<file path="src/rtl/pc_fetch_seq.sv">
// Fetch PC register and instruction-fetch sequencer with a one-entry stall buffer.
// Also owns the EPC / in-exception state consumed by the next-PC adder.
module pc_fetch_seq #(
    parameter logic [15:0] RESET_PC = 16'h0000
) (
    input  logic        clk,
    input  logic        rst_n,
    input  logic        redirect_valid,
    input  logic [15:0] redirect_pc,
    input  logic        siic,
    input  logic [15:0] epc_src,
    input  logic        rti,
    input  logic        halt,
    input  logic        stall,
    output logic        imem_req,
    output logic [15:0] imem_addr,
    input  logic        imem_ready,
    input  logic [15:0] imem_data,
    output logic        fetch_valid,
    output logic [15:0] fetch_instr,
    output logic [15:0] fetch_pc_plus2,
    output logic [15:0] epc_value,
    output logic        in_exception,
    output logic        halted,
    output logic        err
);

    typedef enum logic [1:0] {
        StFetch,
        StHold,
        StHalt
    } state_e;

    state_e      state_q, state_d;
    logic [15:0] pc_q, pc_d;
    logic [15:0] hold_q, hold_d;
    logic [15:0] epc_q, epc_d;
    logic        in_exc_q, in_exc_d;
    logic        err_q, err_d;
    logic [15:0] pc_plus2;

    assign pc_plus2     = pc_q + 16'd2;
    assign imem_addr    = pc_q;
    assign epc_value    = epc_q;
    assign in_exception = in_exc_q;
    assign halted       = (state_q == StHalt);
    assign err          = err_q;

    always_comb begin
        state_d        = state_q;
        pc_d           = pc_q;
        hold_d         = hold_q;
        imem_req       = 1'b0;
        fetch_valid    = 1'b0;
        fetch_instr    = 16'h0000;
        fetch_pc_plus2 = 16'h0000;
        // Outputs are forced quiet during reset; the register block does the clearing.
        if (rst_n && state_q != StHalt) begin
            if (halt) begin
                state_d = StHalt;
            end else if (redirect_valid) begin
                pc_d    = redirect_pc;
                hold_d  = 16'h0000;
                state_d = StFetch;
            end else begin
                unique case (state_q)
                    StFetch: begin
                        imem_req = 1'b1;
                        if (imem_ready) begin
                            pc_d = pc_plus2;
                            if (!stall) begin
                                fetch_valid    = 1'b1;
                                fetch_instr    = imem_data;
                                fetch_pc_plus2 = pc_plus2;
                            end else begin
                                hold_d  = imem_data;
                                state_d = StHold;
                            end
                        end
                    end
                    StHold: begin
                        // pc already advanced past the held instruction
                        fetch_valid    = 1'b1;
                        fetch_instr    = hold_q;
                        fetch_pc_plus2 = pc_q;
                        if (!stall) begin
                            state_d = StFetch;
                        end
                    end
                    default: begin
                        state_d = state_q;
                    end
                endcase
            end
        end
    end

    // Illegal siic/rti combinations leave exception state untouched and flag err.
    always_comb begin
        epc_d    = epc_q;
        in_exc_d = in_exc_q;
        err_d    = 1'b0;
        if (siic && rti) begin
            err_d = 1'b1;
        end else if (siic) begin
            if (in_exc_q) begin
                err_d = 1'b1;
            end else begin
                epc_d    = epc_src;
                in_exc_d = 1'b1;
            end
        end else if (rti) begin
            if (!in_exc_q) begin
                err_d = 1'b1;
            end else begin
                in_exc_d = 1'b0;
            end
        end
    end

    always_ff @(posedge clk) begin
        if (!rst_n) begin
            state_q  <= StFetch;
            pc_q     <= RESET_PC;
            hold_q   <= 16'h0000;
            epc_q    <= 16'h0000;
            in_exc_q <= 1'b0;
            err_q    <= 1'b0;
        end else begin
            state_q  <= state_d;
            pc_q     <= pc_d;
            hold_q   <= hold_d;
            epc_q    <= epc_d;
            in_exc_q <= in_exc_d;
            err_q    <= err_d;
        end
    end

endmodule

</file>
<file path="config.mk">
export PLATFORM = sky130hd
export DESIGN_NAME = pc_fetch_seq
export DESIGN_NICKNAME = d
export VERILOG_FILES = /design/src/rtl/pc_fetch_seq.sv
export SDC_FILE = /design/constraint.sdc
export NUM_CORES = 1
export LEC_CHECK = 0
export BUFFER_PORTS_ARGS = -buffer_cell sky130_fd_sc_hd__buf_2
export CAP_MARGIN = 20
export CORE_MARGIN = 1
export CORE_UTILIZATION = 53
export DETAILED_ROUTE_END_ITERATION = 10
export PLACE_DENSITY = 0.86
export SLEW_MARGIN = 10
export SYNTH_ARGS = -nofsm -noshare
export SYNTH_HDL_FRONTEND = slang
export SYNTH_SLANG_ARGS = --single-unit
</file>
<file path="constraint.sdc">
create_clock -name clk -period 2.65 [get_ports clk]
set_input_delay 0.265 -clock clk [delete_from_list [all_inputs] [get_ports clk]]
set_output_delay 0.265 -clock clk [all_outputs]
set_load 0.05 [all_outputs]
</file>
; Yosys cells after proc, flatten, opt, wreduce, memory -nomap -nowiden
; Index checks and enable logic that the tools add are counted.
[word_totals]
reg_bits = 52
inputBits = 56
output_inout_bits = 69
word_cells = 71
[op_classes]
addsub = 1
eq_ne = 6
mux = 42
bitwise = 3
reduce_logical = 13
[op_table]
columns = op, count
row1 = 16-bit 2-to-1 mux, 17
row2 = 16-bit one-hot mux with 2 select lines, 2
row3 = 16-bit by 2-bit adder with 16-bit output (second input constant), 1
row4 = 1-bit 2-to-1 mux, 16
row5 = 4-bit inequality test (second input constant), 3
row6 = 2-bit 2-to-1 mux, 5
row7 = 5-bit AND reduction, 2
row8 = 2-bit nonzero test, 4
row9 = 2-bit one-hot mux with 2 select lines, 1
row10 = 4-bit AND reduction, 1
row11 = 4-bit nonzero test, 1
row12 = 1-bit NOT, 3
row13 = 3-bit AND reduction, 1
row14 = 2-bit by 1-bit == test with 1-bit output (second input constant), 1
row15 = 2-bit == test (second input constant), 1
row16 = 1-bit logical AND, 2
row17 = 2-bit zero test, 1
row18 = 2-bit inequality test (second input constant), 1
row19 = 1-bit one-hot mux with 2 select lines, 1
row20 = 2-bit AND reduction, 1

; Longest topological paths before layout
; Gate-level depths: netlist of run 1.
[logic_depth]
word_depth = 7
depth_mapped = 7
depth_no_buf = 5

; Worst setup path before layout of run 1
; OpenSTA, ideal clock, no wires.
[synth_timing]
path_type = register to output
start = reg pc_q[1] (netlist: imem_addr[1])
end = out fetch_pc_plus2[11]
t_arrival_ps = 2831
t_required_ps = 2385
slack_ps = -446
path_stages_with_launch = 6
path_buffers = 0
cell_sequence = dfxtp_1 > ha_1 > nand3_2 > nor3_1 > a21oi_1 > a311oi_1
[synth_between]
elab_chain_len = 7
[synth_lines]
columns = item, line
row1 = start: declaration, 35  ; logic [15:0] pc_q, pc_d;
row2 = start signal: assignment, 131  ; pc_q <= pc_d;
row3 = 16-bit by 2-bit adder with 16-bit output, 42  ; assign pc_plus2 = pc_q + 16'd2;
row4 = 16-bit 2-to-1 mux, 71  ; if (!stall) begin
row5 = 16-bit 2-to-1 mux, 69  ; if (imem_ready) begin
row6 = 16-bit one-hot mux with 2 select lines, 66  ; unique case (state_q)
row7 = 16-bit 2-to-1 mux, 61  ; end else if (redirect_valid) begin
row8 = 16-bit 2-to-1 mux, 59  ; if (halt) begin
row9 = 16-bit 2-to-1 mux, 58  ; if (rst_n && state_q != StHalt) begin
row10 = end: declaration, 21  ; output logic [15:0] fetch_pc_plus2,
; Every way passes these cells.

; Final worst setup path of run 1
[layout_timing]
start = reg pc_q[5] (netlist: imem_addr[5])
end = out fetch_pc_plus2[10]
; Same word-level chain as after synthesis.

==> qor.yml, run 1 <==
rsz0062_at_grt: "true"
dp.cells: 580
layout_min_cycle_time_ns: 2.56
via_per_inst: 5.94
cts_root_buf: "clkbuf_8"
crit_arrival_ns: 2.29
ys.warnings.count: 0
finalHoldViolCount: 0
peakVddDrop_mv: 0.260
async_flop_share: 0
syn_avg_cell_area_um2: 7.70
hpwl_um: 6300
postRouteWirelength_um: 8980
cp_max_fo: 11
drtPass1Iterations: 5
drc: 0
cts.sinks: 52
yosysMostFrequentCell: "nand2_1"
netlist_top_cells_count: "nand2_1 (71), dfxtp_1 (52), nor2_1 (39)"
drt_iter0_drc: 311
cap_violations: 0
chipHeight_um: 79.7
core-area_um2: 5680
synth_edf_count: 0
die_x_um: 79.7
port-buffer-count: 124
place_area_um2: 3850
fin_area_um2: 3970
worst_ep_required_time_ns: 2.38
diodes: 0
worstSkewPairLatency_ns: 0.31
ys_seq_area_frac: 0.326
multiInputGateArea_um2: 2030
layout.cells.non_filler: 588
p_leak_nw: 1.67
setup.worst_path.end_class: "output pin"
mappedNetlistNets: 473
fillers: 485
slew_headroom: 0.377
wire_per_inst_um: 15.3
finalSetupViolations: 0
ys.flop_type: "dfxtp_1"
detail-route-antenna-nets: 0
synth.distinct_cells: 54
cts_max_level: 2
drive_gt1_frac: 0.339
synthCells: 415
fin_util: 0.700
grt_max_degree: 59
clock-skew-final_ns: 0.00763
finalHoldWorstSlack_ns: 0.174
initial_core_util: 0.563
place_congestion: 0.897
max_freq_mhz: 391
cts_made_buffers: 5
row_count: 27
dieArea_um2: 6350
start_kind: "flop"
overflow: 0
syn_to_final_growth_pct: 24.2
tritoncts: "done"
grtUsageTotal: 0.286
synth.ff_latch_count: 52
antenna_found_initial: 0
first_global_vias: 3108
dr_total_vias: 3493
seq_area_um2: 1050
ctsHoldBuffers: 0
ys_top_cells_by_area: "dfxtp_1 (33%), nand2_1 (8.3%), a21boi_0 (5.4%)"
synth_area_um2: 3200
tns_ns: 0
synth_top_area_share: 0.326
grt_first_pass_wirelength_um: 14400
fin_crit_sh: 0.964
hold_class: "in2reg"
yosysTopAreaCell: "dfxtp_1"
drv_slew: 0
path_clk_slew_ns: 0.10
p_per_area_nw_per_um2: 435
pin_count: 125
tightest_slew_ns: 0.931
cts_setup_buffers: 0
nNetsFinal: 573
worstSetupPathType: "reg2out"
run_status: "finished clean"
clk_path_buf_depth: 2
-- per-layer routing --
| metal | global-route usage | up-vias | wire (um) |
|---|---|---|---|
| met1 | 0.359 | 1610 | 3730 |
| li1 | - | 1680 | - |
| met3 | 0.0640 | 29 | 740 |
| met4 | 0.118 | 0 | 225 |
| met2 | 0.469 | 174 | 4280 |
| met5 | 0 | - | 0 |
-- placed cells by master (no fill, tap or decap), types with 6 or more instances in the layout --
master	Yosys	layout
buf_2	16	123
nand2_1	71	71
dfxtp_1	52	48
nor2_1	39	39
a21boi_0	23	23
a22oi_1	19	19
nand3_1	14	14
o21ai_0	14	14
or3b_1	13	13
a21oi_1	16	12
a21boi_1	12	12
buf_4	2	10
mux2i_1	8	8
nand4_1	6	6
-- final cells by class --
class                           count  share of cell area
Multi-Input combinational cell    318               0.512
Sequential cell                    52               0.263
Timing Repair Buffer              134               0.176
Tap cell                           72              0.0227
Clock buffer                        6              0.0183
Inverter                            4             0.00378
Clock inverter                      2             0.00347
-- power breakdown --
group / leakage [nW] / switching (mW) / internal [mW]
Combinational: 1.20 / 0.268 / 0.129
Clock: 0.0456 / 0.279 / 0.189
Sequential: 0.426 / 0.0454 / 0.818
-- state kept, by name, summed over array words and instances, names as in the netlist --
signal,cells
epc_value,16
err,1
hold_q,16
imem_addr,16
in_exception,1
state_q,2
-- worst paths after layout --
check,slack (ns),start,depth (start not counted),end
worst min-delay path,0.17,redirect_pc[14],3,imem_addr[14]$_SDFFE_PN0P_
worst max-delay path,0.09,imem_addr[5]$_SDFFE_PN0P_,5,fetch_pc_plus2[10]
worst min register to register,0.46,hold_q[11]$_SDFFE_PN0P_,2,hold_q[11]$_SDFFE_PN0P_
worst max register to register,0.64,state_q[0]$_SDFFE_PN0P_,4,imem_addr[8]$_SDFFE_PN0P_
-- metrics by stage --
step	total power [mW]	setup slack, ns
after global routing	1.80	-0.0130
after detailed placement	1.27	0.370
after global placement	1.26	0.412
after floorplan	1.16	0.0124
after CTS	1.73	0.0264
final	1.73	0.0945
-- worst max-delay path, cell delays in order, from the launching register on --
cell	delay (ns)
dfxtp_1	0.52
nand2_2	0.20
or3_4	0.44
or3_1	0.34
a31oi_2	0.19
buf_2	0.28
-- cell families (layout without fill, tap and decap cells) --
| logic type | after synthesis | after routing | share of synthesized area |
|---|---|---|---|
| adder cells (fa/ha/maj) | 2 | 2 | 0.00783 |
| AO/OA/AOI/OAI | 112 | 112 | 0.252 |
| multiplexers | 8 | 8 | 0.0250 |
| buffers and inverters | 45 | 146 | 0.0638 |
| AND/OR/NAND/NOR | 196 | 196 | 0.326 |
| flip-flops | 52 | 52 | 0.326 |
-- what timing repair did --
action	in CTS	in global routing
endpoints found under the hold margin	0	0
endpoints found under the setup margin	0	8
gates resized for setup	0	9
Note: power is estimated with default switching activity, not from simulation.
==> run 2: changes to the inputs <==
- CORE_UTILIZATION: 53 -> 55
- CTS_BUF_LIST: not set -> sky130_fd_sc_hd__clkbuf_8
- PLACE_DENSITY: 0.86 -> 0.89
==> run 2 against run 1 <==
Sequential cell count is the same. Cell area grew 1.0%. Core utilization grew 2.5 points. Hold slack gained 0.011 ns. Count of clock-buffer cells in the layout shrank 1. Power grew 2.4%. Combinational power grew 1%. Clock skew grew 0.0028 ns. Critical endpoint unchanged.
==> qor.yml, run 2 (same netlist as run 1, synthesis figures left out) <==
ctsHoldBuffers: 0  # unchanged
via_per_inst: 5.90  # -0.68%
cts_root_buf: "clkbuf_8"
pin_count: 125  # unchanged
peakVddDrop_mv: 0.286  # +10%
hpwl_um: 6270  # -0.44%
tns_ns: 0  # unchanged
clock-skew-final_ns: 0.0104  # +0.00277 ns
syn_to_final_growth_pct: 25.5
run_status: "finished clean"
drt_iter0_drc: 260  # -16%
cts_max_level: 2  # unchanged
crit_arrival_ns: 2.30  # about the same
cap_violations: 0  # unchanged
grt_max_degree: 59  # unchanged
p_leak_nw: 1.71  # +2.1%
initial_core_util: 0.577  # +0.0137
tightest_slew_ns: 0.599  # -0.332 ns
core-area_um2: 5540  # -2.4%
diodes: 0  # unchanged
worstSetupPathType: "reg2out"
overflow: 0  # unchanged
dieArea_um2: 6120  # -3.5%
layout_min_cycle_time_ns: 2.57  # +0.00981 ns
worst_ep_required_time_ns: 2.38  # about the same
row_count: 27  # unchanged
first_global_vias: 3117  # +0.29%
cp_max_fo: 12  # +1
layout_common_cells: "buf_2 (124), nand2_1 (71), dfxtp_1 (47), nor2_1 (39), a21boi_0 (23)"
drv_slew: 0  # unchanged
worstSkewPairLatency_ns: 0.31  # about the same
grtUsageTotal: 0.290  # +0.00382
dr_total_vias: 3481  # -0.34%
cts_setup_buffers: 0  # unchanged
drtPass1Iterations: 4  # -1
finalSetupViolations: 0  # unchanged
p_per_area_nw_per_um2: 441  # +1.4%
mostFrequentLayoutCell: "buf_2"
finalWorstSetupSlack_ns: 0.0847  # -0.00981 ns
place_congestion: 0.850  # -5.2%
start_kind: "flop"
grt_first_pass_wirelength_um: 14500  # +0.53%
hold_class: "in2reg"
antenna_found_initial: 0  # unchanged
cts_made_buffers: 5  # unchanged
setup.worst_path.end_class: "output pin"
nNetsFinal: 575  # +0.35%
tritoncts: "done"
port-buffer-count: 124  # unchanged
drc: 0  # unchanged
path_clk_slew_ns: 0.11  # about the same
max_freq_mhz: 390  # -0.38%
detail-route-antenna-nets: 0  # unchanged
die_x_um: 78.2  # -1.8%
cts.sinks: 52  # unchanged
fin_crit_sh: 0.968  # +0.00370
slew_headroom: 0.601  # +0.224
wire_per_inst_um: 15.4  # +0.82%
drive_gt1_frac: 0.346  # +0.00641
postRouteWirelength_um: 9080  # +1.2%
pre_cts_slack_ns: 0.207  # -0.163 ns
chipHeight_um: 78.2  # -1.8%
rsz0062_at_grt: "false"
clk_path_buf_depth: 2  # unchanged
finalHoldViolCount: 0  # unchanged
-- run 2: repair_timing --
item                                    in CTS  in global routing
endpoints found under the setup margin       1                  6
gates resized for setup                      1                 10
pin swaps                                    0                  0
hold endpoints to repair                     0                  0
-- run 2: routing by layer --
layer  GRT usage  vias up  share of wire
li1            -     1682              -
met1       0.363     1627           0.41
met2       0.498      154           0.50
met3      0.0581       18          0.079
met4      0.0889        0          0.018
met5           0        -              0
-- run 2: final timing paths --
check	slack, ns	cells after the start	startpoint	to
min reg2reg	0.46	2	hold_q[4]$_SDFFE_PN0P_	hold_q[4]$_SDFFE_PN0P_
min	0.19	3	epc_src[5]	epc_value[5]$_SDFFE_PN0P_
max reg2reg	0.61	4	state_q[0]$_SDFFE_PN0P_	imem_addr[8]$_SDFFE_PN0P_
max	0.08	4	state_q[0]$_SDFFE_PN0P_	fetch_pc_plus2[10]
-- run 2: through the flow --
stage / cells / util / hold slack (ns) / power (mW) / cell area, um2
3_3_place_gp: 582 / 0.699 / 0.438 / 1.26 / 3870
4_1_cts: 590 / 0.717 / 0.186 / 1.77 / 3970
2_1_floorplan: 415 / - / 0.400 / 1.16 / 3250
3_5_place_dp: 582 / 0.699 / 0.445 / 1.28 / 3870
5_1_grt: 590 / 0.724 / 0.188 / 1.84 / 4010
6_report: 590 / 0.724 / 0.185 / 1.77 / 4010
-- run 2: area by class of cell --
type | instances | area (um2)
clock inverter | 3 | 26.3
sequential | 52 | 1050
clock buffer | 5 | 68.8
fill | 465 | 1530
tap | 72 | 90.1
inverter | 4 | 15.0
timing repair buffer | 136 | 711
multi-input combinational | 318 | 2050
-- run 2: critical path, cell delays in order (launching register included) --
cell     delay [ns]
dfxtp_1        0.45
or4b_4         0.69
or3_1          0.39
a31oi_2        0.18
buf_2          0.28
-- run 2: power breakdown --
| part | internal, mW | leakage, nW | switching (mW) |
|---|---|---|---|
| registers | 0.818 | 0.426 | 0.0457 |
| logic | 0.131 | 1.23 | 0.270 |
| clock network | 0.196 | 0.0491 | 0.308 |
| total | 1.14 | 1.71 | 0.625 |
